## config.mk

```make
export PLATFORM = sky130hd
export DESIGN_NAME = vedic_mult_pipe
export DESIGN_NICKNAME = d
export VERILOG_FILES = /design/src/rtl/vedic_pkg.sv /design/src/rtl/vedic_mult_core.sv /design/src/rtl/vedic_mult_pipe.sv
export SDC_FILE = /design/constraint.sdc
export NUM_CORES = 1
export LEC_CHECK = 0
export CORE_MARGIN = 4
export CORE_UTILIZATION = 48
export CTS_CLUSTER_SIZE = 8
export DETAILED_ROUTE_END_ITERATION = 16
export PLACE_DENSITY = 0.77
export RECOVER_POWER = 100
export SLEW_MARGIN = 20
export SYNTH_ARGS = -nofsm -noshare
export SYNTH_HDL_FRONTEND = slang
export SYNTH_SLANG_ARGS = --single-unit
```

## constraint.sdc

```tcl
create_clock -name clk -period 13.8 [get_ports clk]
set_input_delay 3.45 -clock clk [delete_from_list [all_inputs] [get_ports clk]]
set_output_delay 3.45 -clock clk [all_outputs]
set_load 0.02 [all_outputs]
```

## src/rtl/vedic_pkg.sv

```systemverilog
// Shared helpers for the pipelined Vedic multiplier.
// Provides the width helpers used by vedic_mult_pipe and vedic_mult_core,
// and the legality check for WIDTH, which must be a power of 2 and at least 4.
package vedic_pkg;

   localparam int unsigned DEFAULT_WIDTH = 16;
   localparam int unsigned DEFAULT_TAG_W = 4;

   // Product width for a w-bit multiply.
   function automatic int unsigned prod_w(int unsigned w);
      return 2 * w;
   endfunction

   // Half-width used for the four partial products.
   function automatic int unsigned half_w(int unsigned w);
      return w / 2;
   endfunction

   // WIDTH legality: power of two and at least 4.
   function automatic bit width_ok(int unsigned w);
      return (w >= 4) && ((w & (w - 1)) == 0);
   endfunction

endpackage

```

## src/rtl/vedic_mult_core.sv

```systemverilog
// Combinational unsigned NxN -> 2N Vedic multiplier.
// Splits recursively into four N/2 cores plus an adder tree. The 2x2 base case
// is built from AND gates and half adders.
// Ports: a, b (N-bit operands), p (2N-bit product).
module vedic_mult_core
   import vedic_pkg::*;
#(
   parameter int unsigned N = 8
) (
   input  logic [N-1:0]   a,
   input  logic [N-1:0]   b,
   output logic [2*N-1:0] p
);

   if (N == 2) begin : g_base
      logic t0, t1, t2, t3, s1, c1, s2, c2;

      // Vertically-and-crosswise 2x2: two partial-product columns, two half adders.
      assign t0 = a[0] & b[0];
      assign t1 = a[1] & b[0];
      assign t2 = a[0] & b[1];
      assign t3 = a[1] & b[1];
      assign s1 = t1 ^ t2;
      assign c1 = t1 & t2;
      assign s2 = t3 ^ c1;
      assign c2 = t3 & c1;
      assign p  = {c2, s2, s1, t0};
   end else begin : g_split
      localparam int unsigned H = half_w(N);

      logic [N-1:0] ll, hl, lh, hh;

      vedic_mult_core #(.N(H)) u_ll (.a(a[H-1:0]), .b(b[H-1:0]), .p(ll));
      vedic_mult_core #(.N(H)) u_hl (.a(a[N-1:H]), .b(b[H-1:0]), .p(hl));
      vedic_mult_core #(.N(H)) u_lh (.a(a[H-1:0]), .b(b[N-1:H]), .p(lh));
      vedic_mult_core #(.N(H)) u_hh (.a(a[N-1:H]), .b(b[N-1:H]), .p(hh));

      // Adder tree in full 2N width so no carry is lost.
      assign p = {N'(0), ll}
               + {H'(0), hl, H'(0)}
               + {H'(0), lh, H'(0)}
               + {hh, N'(0)};
   end

endmodule

```

## src/rtl/vedic_mult_pipe.sv

```systemverilog
// Three-stage pipelined signed/unsigned multiplier with valid/ready streams.
// S1 captures sign-stripped magnitudes, S2 holds four half-width Vedic partial
// products, and S3 registers the summed and sign-restored product.
// Ports: clk, rst_n; in_valid/in_ready/in_a/in_b/in_signed/in_tag (operand
// stream); out_valid/out_ready/out_p/out_tag (result stream); busy (any stage
// holds a valid beat).
module vedic_mult_pipe
   import vedic_pkg::*;
#(
   parameter int unsigned WIDTH = DEFAULT_WIDTH,
   parameter int unsigned TAG_W = DEFAULT_TAG_W
) (
   input  logic                  clk,
   input  logic                  rst_n,
   input  logic                  in_valid,
   output logic                  in_ready,
   input  logic [WIDTH-1:0]      in_a,
   input  logic [WIDTH-1:0]      in_b,
   input  logic                  in_signed,
   input  logic [TAG_W-1:0]      in_tag,
   output logic                  out_valid,
   input  logic                  out_ready,
   output logic [2*WIDTH-1:0]    out_p,
   output logic [TAG_W-1:0]      out_tag,
   output logic                  busy
);

   localparam int unsigned HALF = half_w(WIDTH);
   localparam int unsigned PW   = prod_w(WIDTH);

   if (!width_ok(WIDTH)) begin : g_bad_width
      $error("vedic_mult_pipe: WIDTH must be a power of 2 and at least 4");
   end

   logic             en;
   logic [WIDTH-1:0] a_mag, b_mag;
   logic             neg;

   logic             s1_valid, s1_neg;
   logic [WIDTH-1:0] s1_a, s1_b;
   logic [TAG_W-1:0] s1_tag;

   logic             s2_valid, s2_neg;
   logic [WIDTH-1:0] s2_ll, s2_hl, s2_lh, s2_hh;
   logic [TAG_W-1:0] s2_tag;

   logic [WIDTH-1:0] ll, hl, lh, hh;
   logic [PW-1:0]    mag, prod;

   // Whole pipeline moves together; it stalls only when a result is held.
   assign en       = !out_valid || out_ready;
   assign in_ready = en;
   assign busy     = s1_valid || s2_valid || out_valid;

   // Sign stripping; the most negative value maps to 2^(WIDTH-1), which fits unsigned.
   always_comb begin
      a_mag = in_a;
      b_mag = in_b;
      neg   = 1'b0;
      if (in_signed) begin
         if (in_a[WIDTH-1]) a_mag = ~in_a + WIDTH'(1);
         if (in_b[WIDTH-1]) b_mag = ~in_b + WIDTH'(1);
         neg = in_a[WIDTH-1] ^ in_b[WIDTH-1];
      end
   end

   vedic_mult_core #(.N(HALF)) u_ll (.a(s1_a[HALF-1:0]),     .b(s1_b[HALF-1:0]),     .p(ll));
   vedic_mult_core #(.N(HALF)) u_hl (.a(s1_a[WIDTH-1:HALF]), .b(s1_b[HALF-1:0]),     .p(hl));
   vedic_mult_core #(.N(HALF)) u_lh (.a(s1_a[HALF-1:0]),     .b(s1_b[WIDTH-1:HALF]), .p(lh));
   vedic_mult_core #(.N(HALF)) u_hh (.a(s1_a[WIDTH-1:HALF]), .b(s1_b[WIDTH-1:HALF]), .p(hh));

   // Final recombination and sign restore; a zero magnitude stays zero when negated.
   always_comb begin
      mag  = PW'(s2_ll) + (PW'(s2_hl) << HALF) + (PW'(s2_lh) << HALF) + (PW'(s2_hh) << WIDTH);
      prod = s2_neg ? (~mag + PW'(1)) : mag;
   end

   // S1: operand capture. Data registers load only for valid beats.
   always_ff @(posedge clk or negedge rst_n) begin
      if (!rst_n) begin
         s1_valid <= 1'b0;
         s1_neg   <= 1'b0;
         s1_a     <= '0;
         s1_b     <= '0;
         s1_tag   <= '0;
      end else if (en) begin
         s1_valid <= in_valid;
         if (in_valid) begin
            s1_neg <= neg;
            s1_a   <= a_mag;
            s1_b   <= b_mag;
            s1_tag <= in_tag;
         end
      end
   end

   // S2: partial products.
   always_ff @(posedge clk or negedge rst_n) begin
      if (!rst_n) begin
         s2_valid <= 1'b0;
         s2_neg   <= 1'b0;
         s2_ll    <= '0;
         s2_hl    <= '0;
         s2_lh    <= '0;
         s2_hh    <= '0;
         s2_tag   <= '0;
      end else if (en) begin
         s2_valid <= s1_valid;
         if (s1_valid) begin
            s2_neg <= s1_neg;
            s2_ll  <= ll;
            s2_hl  <= hl;
            s2_lh  <= lh;
            s2_hh  <= hh;
            s2_tag <= s1_tag;
         end
      end
   end

   // S3: output register; holds steady under backpressure and across bubbles.
   always_ff @(posedge clk or negedge rst_n) begin
      if (!rst_n) begin
         out_valid <= 1'b0;
         out_p     <= '0;
         out_tag   <= '0;
      end else if (en) begin
         out_valid <= s2_valid;
         if (s2_valid) begin
            out_p   <= prod;
            out_tag <= s2_tag;
         end
      end
   end

endmodule
```

; ---- Yosys cells after proc, flatten, opt, wreduce, memory -nomap -nowiden
; Cells that the tools add are included.
; Widths: inputs -> output; s select.
[totals]
n_memories = 0
latch_bits = 0
mem_bits_ro = 0
output_inout_bits = 39
wordCells = 610
reg_bits = 145
inputBits = 41
ramBits = 0
[classes]
n_mux = 6
div = 0
bitwise_logic = 516
eq_ne = 0
shift = 0
mul = 0
order_cmp = 0
n_reduce_logical = 7
n_addsub = 66
[op_table]
columns = operator, count
row1 = $and 1x1->1, 384
row2 = $xor 1x1->1, 129
row3 = $add 7x6->8, 16
row4 = $add 8x8->8, 16
row5 = $add 4x6->7, 16
row6 = $add 16x12->16, 4
row7 = $add 16x16->16, 4
row8 = $mux 16, 4
row9 = $add 8x12->13, 4
row10 = $add 16x1->16 const B, 2
row11 = $add 26x32->32, 1
row12 = $add 32x1->32 const B, 1
row13 = $mux 32, 1
row14 = $not 16->16, 2
row15 = $not 32->32, 1
row16 = $add 25x24->26, 1
row17 = $add 16x24->25, 1
row18 = $reduce_and 2->1, 3
row19 = $logic_or 1x1->1, 3
row20 = $logic_not 1->1, 1
row21 = $mux 1, 1

; ---- Logic depth before layout (Yosys ltp)
[logic_depth]
word_depth = 9
ltp_mapped = 29
mapped_depth_nobuf = 28

; ---- By module
; From an unflattened synthesis, not the netlist that was laid out.
[hier_totals]
cells_unflattened = 2131
hier_area_um2 = 19548.7
[modules_own_cells]
columns = module, seq_area_each_um2, area_each_um2, instances, cells_per_inst
row1 = vedic_mult_pipe, 3628.5, 8182.8, 1, 795
row2 = vedic_mult_core (u_hh.g_split.u_hh.g_split.u_hh ...), 0.0, 80.1, 64, 10
row3 = vedic_mult_core (u_hh.g_split.u_hh ...), 0.0, 249.0, 16, 27
row4 = vedic_mult_core (u_hh ...), 0.0, 564.3, 4, 66

; ---- Worst setup path before layout
; OpenSTA, ideal clock, no wires.
[synth_path]
path_type = input to output
start = in out_ready
end = out in_ready
stages = 2
n_path_buf = 1
t_required_ns = 10.350
t_arrival_ns = 3.871
slack_ns = 6.479
path_cell_list = nand2b_1 clkbuf_1
[synth_via]
elab_chain_len = 1
[synth_lines]
columns = element, line_no
row1 = "start, declared", vedic_mult_pipe.sv:22  ; input logic out_ready,
row2 = $logic_or 1x1->1, vedic_mult_pipe.sv:51  ; assign en = !out_valid || out_ready;
row3 = "end, declared", vedic_mult_pipe.sv:16  ; output logic in_ready,
; Every way passes these cells.

==> flow_summary.html <==
<table>
<tr><th>Metric</th><th>Value</th></tr>
<tr><th colspan="2">Floorplanning</th></tr>
<tr><td>Cell Rows</td><td>70</td></tr>
<tr><td>Core Footprint</td><td>~37000 um^2</td></tr>
<tr><td>Height of the chip</td><td>~200 um</td></tr>
<tr><td>I/O pin cnt</td><td>80</td></tr>
<tr><td>Die Width</td><td>201.8 um</td></tr>
<tr><td>Total Die Area</td><td>approximately 41000 um^2</td></tr>
<tr><td>Initial Util</td><td>between 40% and 50%</td></tr>
<tr><th colspan="2">Flow run</th></tr>
<tr><td>Maximum Capacitance Violations</td><td>5</td></tr>
<tr><th colspan="2">Routing</th></tr>
<tr><td>1st-pass router iterations</td><td>5</td></tr>
<tr><td>Final routed wirelength across all metal layers</td><td>a little under 40000 um</td></tr>
<tr><td>Vias/cell</td><td>roughly 5.3</td></tr>
<tr><td>Antenna Nets Post-Route</td><td>0</td></tr>
<tr><td>First-iteration detailed-routing DRC count</td><td>about 600</td></tr>
<tr><td>Total via count after detailed routing</td><td>13320</td></tr>
<tr><td>Average wire per standard cell</td><td>15.15 um</td></tr>
<tr><td>DRC violations left</td><td>0</td></tr>
<tr><th colspan="2">Timing</th></tr>
<tr><td>Final hold violation count</td><td>0</td></tr>
<tr><td>Post-layout minimum cycle time</td><td>9.441 ns</td></tr>
<tr><td>Sum of negative setup slack</td><td>0 ns</td></tr>
<tr><td>Final count of negative-setup-slack endpoints</td><td>0</td></tr>
<tr><td>Final slew viol count</td><td>~400</td></tr>
<tr><td>Worst Tran Pin Value</td><td>around 4.3 ns</td></tr>
<tr><td>Fmax</td><td>0.1059 GHz</td></tr>
<tr><td>Final Cycle Share</td><td>68.42%</td></tr>
<tr><td>Clock skew</td><td>around 0.010 ns</td></tr>
<tr><td>Worst rel slew slack</td><td>-189.5%</td></tr>
<tr><td>Unrepaired setup endpoints after global routing</td><td>no</td></tr>
<tr><th colspan="2">Status</th></tr>
<tr><td>Failing checks</td><td>capacitance limit, slew limit</td></tr>
<tr><td>Run status</td><td>finished with violations</td></tr>
<tr><th colspan="2">Global route</th></tr>
<tr><td>Total congestion overflow</td><td>0</td></tr>
<tr><td>Pin count of the biggest net entering global routing</td><td>between 100 and 150</td></tr>
<tr><td>Antenna violations before repair</td><td>0</td></tr>
<tr><td>Vias in the first global route</td><td>about 14000</td></tr>
<tr><td>GRT Total Usage</td><td>about a fifth</td></tr>
<tr><td>First-pass GRT wire length</td><td>roughly 66000 um</td></tr>
<tr><th colspan="2">Clock network</th></tr>
<tr><td>Deepest level of the CTS H-tree</td><td>4</td></tr>
<tr><td>Number of resized instances in the post-cts repair step</td><td>0</td></tr>
<tr><td>Number of buffers created by CTS</td><td>17</td></tr>
<tr><td>Post CTS Setup Buffer Count</td><td>0</td></tr>
<tr><td>Clock net sink count</td><td>~150</td></tr>
<tr><td>Max clock buf depth</td><td>2</td></tr>
<tr><td>CTS clk-pin slew, worst paths</td><td>roughly 0.06 ns</td></tr>
<tr><td>Clock tree from TritonCTS</td><td>done</td></tr>
<tr><td>Root buffer cell</td><td>sky130_fd_sc_hd__clkbuf_16</td></tr>
<tr><td>Clock latency reported for the late side of the worst-skew pair</td><td>0.44 ns</td></tr>
<tr><td>Cts-stage hold buffer count</td><td>0</td></tr>
<tr><th colspan="2">Critical path</th></tr>
<tr><td>Top delay family on crit path</td><td>buffers and inverters</td></tr>
<tr><td>Most prevalent standard cell on the critical path</td><td>sky130_fd_sc_hd__clkbuf_1</td></tr>
<tr><td>Setup Crit Path Kind</td><td>primary input to asynchronous set/reset pin</td></tr>
<tr><td>Cell with the biggest individual delay on the critical path</td><td>sky130_fd_sc_hd__clkbuf_1</td></tr>
<tr><td>Cells traversed along the worst timing path</td><td>clkbuf_1, clkbuf_1</td></tr>
<tr><td>Crit end category</td><td>asynchronous set/reset pin</td></tr>
<tr><td>Startpoint of the lowest-slack register-to-register path</td><td>s1_b[8]$_DFFE_PN0P_</td></tr>
<tr><td>Critical Path Source</td><td>rst_n</td></tr>
<tr><td>Total buffers and inverters traversed by the critical path</td><td>2</td></tr>
<tr><td>Critical Path Source Type</td><td>primary input</td></tr>
<tr><td>Largest fanout on the critical path</td><td>between 80 and 90</td></tr>
<tr><td>Maximum cell stage delay along the critical path</td><td>3.13 ns</td></tr>
<tr><td>WP data required</td><td>13.34 ns</td></tr>
<tr><td>CP arrival</td><td>roughly 9 ns</td></tr>
<tr><th colspan="2">Layout</th></tr>
<tr><td>Number of antenna repair diodes</td><td>0</td></tr>
<tr><td>NumNets Final</td><td>2500</td></tr>
<tr><td>Top library cells by usage in the layout, fill and taps aside</td><td>sky130_fd_sc_hd__ha_1, sky130_fd_sc_hd__inv_1, sky130_fd_sc_hd__and2_1</td></tr>
<tr><td>FILL cells</td><td>~3300</td></tr>
<tr><td>Syn-to-layout area delta</td><td>9.505%</td></tr>
<tr><td>Share of final-layout standard cells stronger than drive strength 1</td><td>4.594%</td></tr>
<tr><td>Most common library cell in the layout ignoring fill and taps</td><td>sky130_fd_sc_hd__ha_1</td></tr>
<tr><th colspan="2">Synth</th></tr>
<tr><td>Number of instances in the synthesized netlist</td><td>a little over 2000</td></tr>
<tr><td>Number of flops mapped to enable cells by yosys</td><td>0</td></tr>
<tr><td>Mean instance size in the synthesized netlist</td><td>8.886 um^2</td></tr>
<tr><td>Portion of the post-synthesis area used by sequential elements</td><td>20.13%</td></tr>
<tr><td>Synthesized cell area</td><td>18020 um^2</td></tr>
<tr><td>Distinct cell type count of the synthesized netlist</td><td>between 60 and 70</td></tr>
<tr><td>Flops &amp; latches, synth</td><td>145</td></tr>
<tr><td>Total number of yosys warnings</td><td>0</td></tr>
<tr><td>Post-synth ARST share</td><td>100.0%</td></tr>
<tr><td>Mapped Nets</td><td>around 2500</td></tr>
<tr><td>Leading register cell type out of synthesis</td><td>sky130_fd_sc_hd__dfrtp_1</td></tr>
<tr><th colspan="2">Place</th></tr>
<tr><td>DP HPWL</td><td>30810 um</td></tr>
<tr><td>Count of port buffers added during placement</td><td>between 70 and 80</td></tr>
<tr><td>GPL Wtd Cong</td><td>between 0.8 and 0.9</td></tr>
<tr><th colspan="2">Hold path</th></tr>
<tr><td>HP Class</td><td>register to register</td></tr>
<tr><td>Worst Hold Launch</td><td>out_p[3]$_DFFE_PN0P_</td></tr>
</table>
cells in the mapped netlist (3+ instances only):
library cell	count	area [um^2]
sky130_fd_sc_hd__a211o_1	6	52.55
sky130_fd_sc_hd__a211oi_1	6	45.04
sky130_fd_sc_hd__a21o_1	53	397.9
sky130_fd_sc_hd__a21oi_1	84	420.4
sky130_fd_sc_hd__a31oi_1	11	68.82
sky130_fd_sc_hd__and2_1	219	1370
sky130_fd_sc_hd__and3_1	7	43.79
sky130_fd_sc_hd__buf_2	5	25.02
sky130_fd_sc_hd__clkbuf_1	68	255.2
sky130_fd_sc_hd__dfrtp_1	145	3628
sky130_fd_sc_hd__fa_1	121	2422
sky130_fd_sc_hd__ha_1	283	3541
sky130_fd_sc_hd__inv_1	280	1051
sky130_fd_sc_hd__mux2_2	35	394.1
sky130_fd_sc_hd__mux2i_1	5	50.05
sky130_fd_sc_hd__nand2_1	203	762.0
sky130_fd_sc_hd__nand2b_1	3	18.77
sky130_fd_sc_hd__nand3_1	17	85.08
sky130_fd_sc_hd__nand3b_1	5	37.54
sky130_fd_sc_hd__nand4_1	5	31.28
sky130_fd_sc_hd__nor2_1	37	138.9
sky130_fd_sc_hd__nor2b_1	10	62.56
sky130_fd_sc_hd__nor3_1	6	30.03
sky130_fd_sc_hd__nor3b_1	6	45.04
sky130_fd_sc_hd__nor4_1	6	37.54
sky130_fd_sc_hd__o211ai_1	6	45.04
sky130_fd_sc_hd__o21a_1	3	22.52
sky130_fd_sc_hd__o21ai_0	128	640.6
sky130_fd_sc_hd__o21bai_1	12	90.09
sky130_fd_sc_hd__o31ai_1	12	90.09
sky130_fd_sc_hd__o41ai_1	4	35.03
sky130_fd_sc_hd__or2_2	7	43.79
sky130_fd_sc_hd__or3_1	5	31.28
sky130_fd_sc_hd__or4_1	5	37.54
sky130_fd_sc_hd__xnor2_1	98	858.3
sky130_fd_sc_hd__xor2_1	84	735.7
routing by layer:
layer	GRT usage [%]	vias up	part of all wire [%]
met2	32.82	253	46
met3	2.901	31	4.4
met5	0	-	0
met4	3.662	0	1.1
met1	26.77	6333	48
li1	-	6699	-
path summary, 6_finish.rpt:
path                       depth (start not counted)               endpoint  slack [ns]
setup / recovery                                   2   s1_a[11]$_DFFE_PN0P_        4.36
hold / removal                                     2   out_p[3]$_DFFE_PN0P_        0.47
setup reg to reg                                  26  s2_hh[15]$_DFFE_PN0P_        7.26
hold reg to reg                                    2   out_p[3]$_DFFE_PN0P_        0.47
max in group clk                                   3               in_ready        5.35
min in group asynchronous                          1  s1_tag[1]$_DFFE_PN0P_        4.12
stage by stage:
step / instances / worst slack (ns) / hold slack (ns) / instance area (um^2) / utilization, %
after floorplan: 2028 / 6.479 / 0.4348 / 18020 / -
after global placement: 2504 / 5.465 / 0.4555 / 19150 / 52.05
after detailed placement: 2504 / 5.436 / 0.4644 / 19150 / 52.05
after CTS: 2536 / 5.424 / 0.4805 / 19750 / 53.70
after global routing: 2536 / 2.918 / 0.4964 / 19730 / 53.65
final: 2536 / 4.359 / 0.4702 / 19730 / 53.65
cell type report:
class / count / area [um^2] / share of cell area [%]
clock buffer: 18 / 439.2 / 2.225
inverter: 280 / 1051 / 5.326
tap: 468 / 585.6 / 2.967
sequential: 145 / 3628 / 18.39
clock inverter: 14 / 168.9 / 0.8559
multi-input combinational: 1526 / 13040 / 66.07
timing repair buffer: 85 / 822.0 / 4.166
worst register-to-register path: cells and delay by family, from the launching register on:
kind	cells	cell delay, ns
DFF	1	0.82
xor gates and xnor gates	2	0.32
buffers and inverters	5	0.26
AOI/OAI and AO/OA	8	1.62
and+or+nand+nor	2	0.34
adders and majority gates	9	2.88
cells by family (layout without fill, tap and decap cells):
kind of cell	Yosys count	in the layout	synth area share [%]
DFF	145	145	20.13
AOI/OAI and AO/OA	351	351	12.07
and+or+nand+nor	549	549	15.84
muxes	40	40	2.465
adders and majority gates	404	404	33.09
xor gates and xnor gates	182	182	8.845
buffers and inverters	357	397	7.554
sequential cells by signal, summed over array words and instances, names as in the netlist:
| signal | flops |
|---|---|
| s1_valid | 1 |
| s2_ll | 16 |
| out_tag | 4 |
| s2_tag | 4 |
| s1_tag | 4 |
| s1_neg | 1 |
| s2_neg | 1 |
| s2_hl | 16 |
| s2_lh | 16 |
| s1_b | 16 |
| s2_valid | 1 |
| out_valid | 1 |
| s2_hh | 16 |
| s1_a | 16 |
| out_p | 32 |
Power is left out: the tool's default activity adds up to more than one toggle a clock period on the data nets, which glitch-free logic cannot reach.
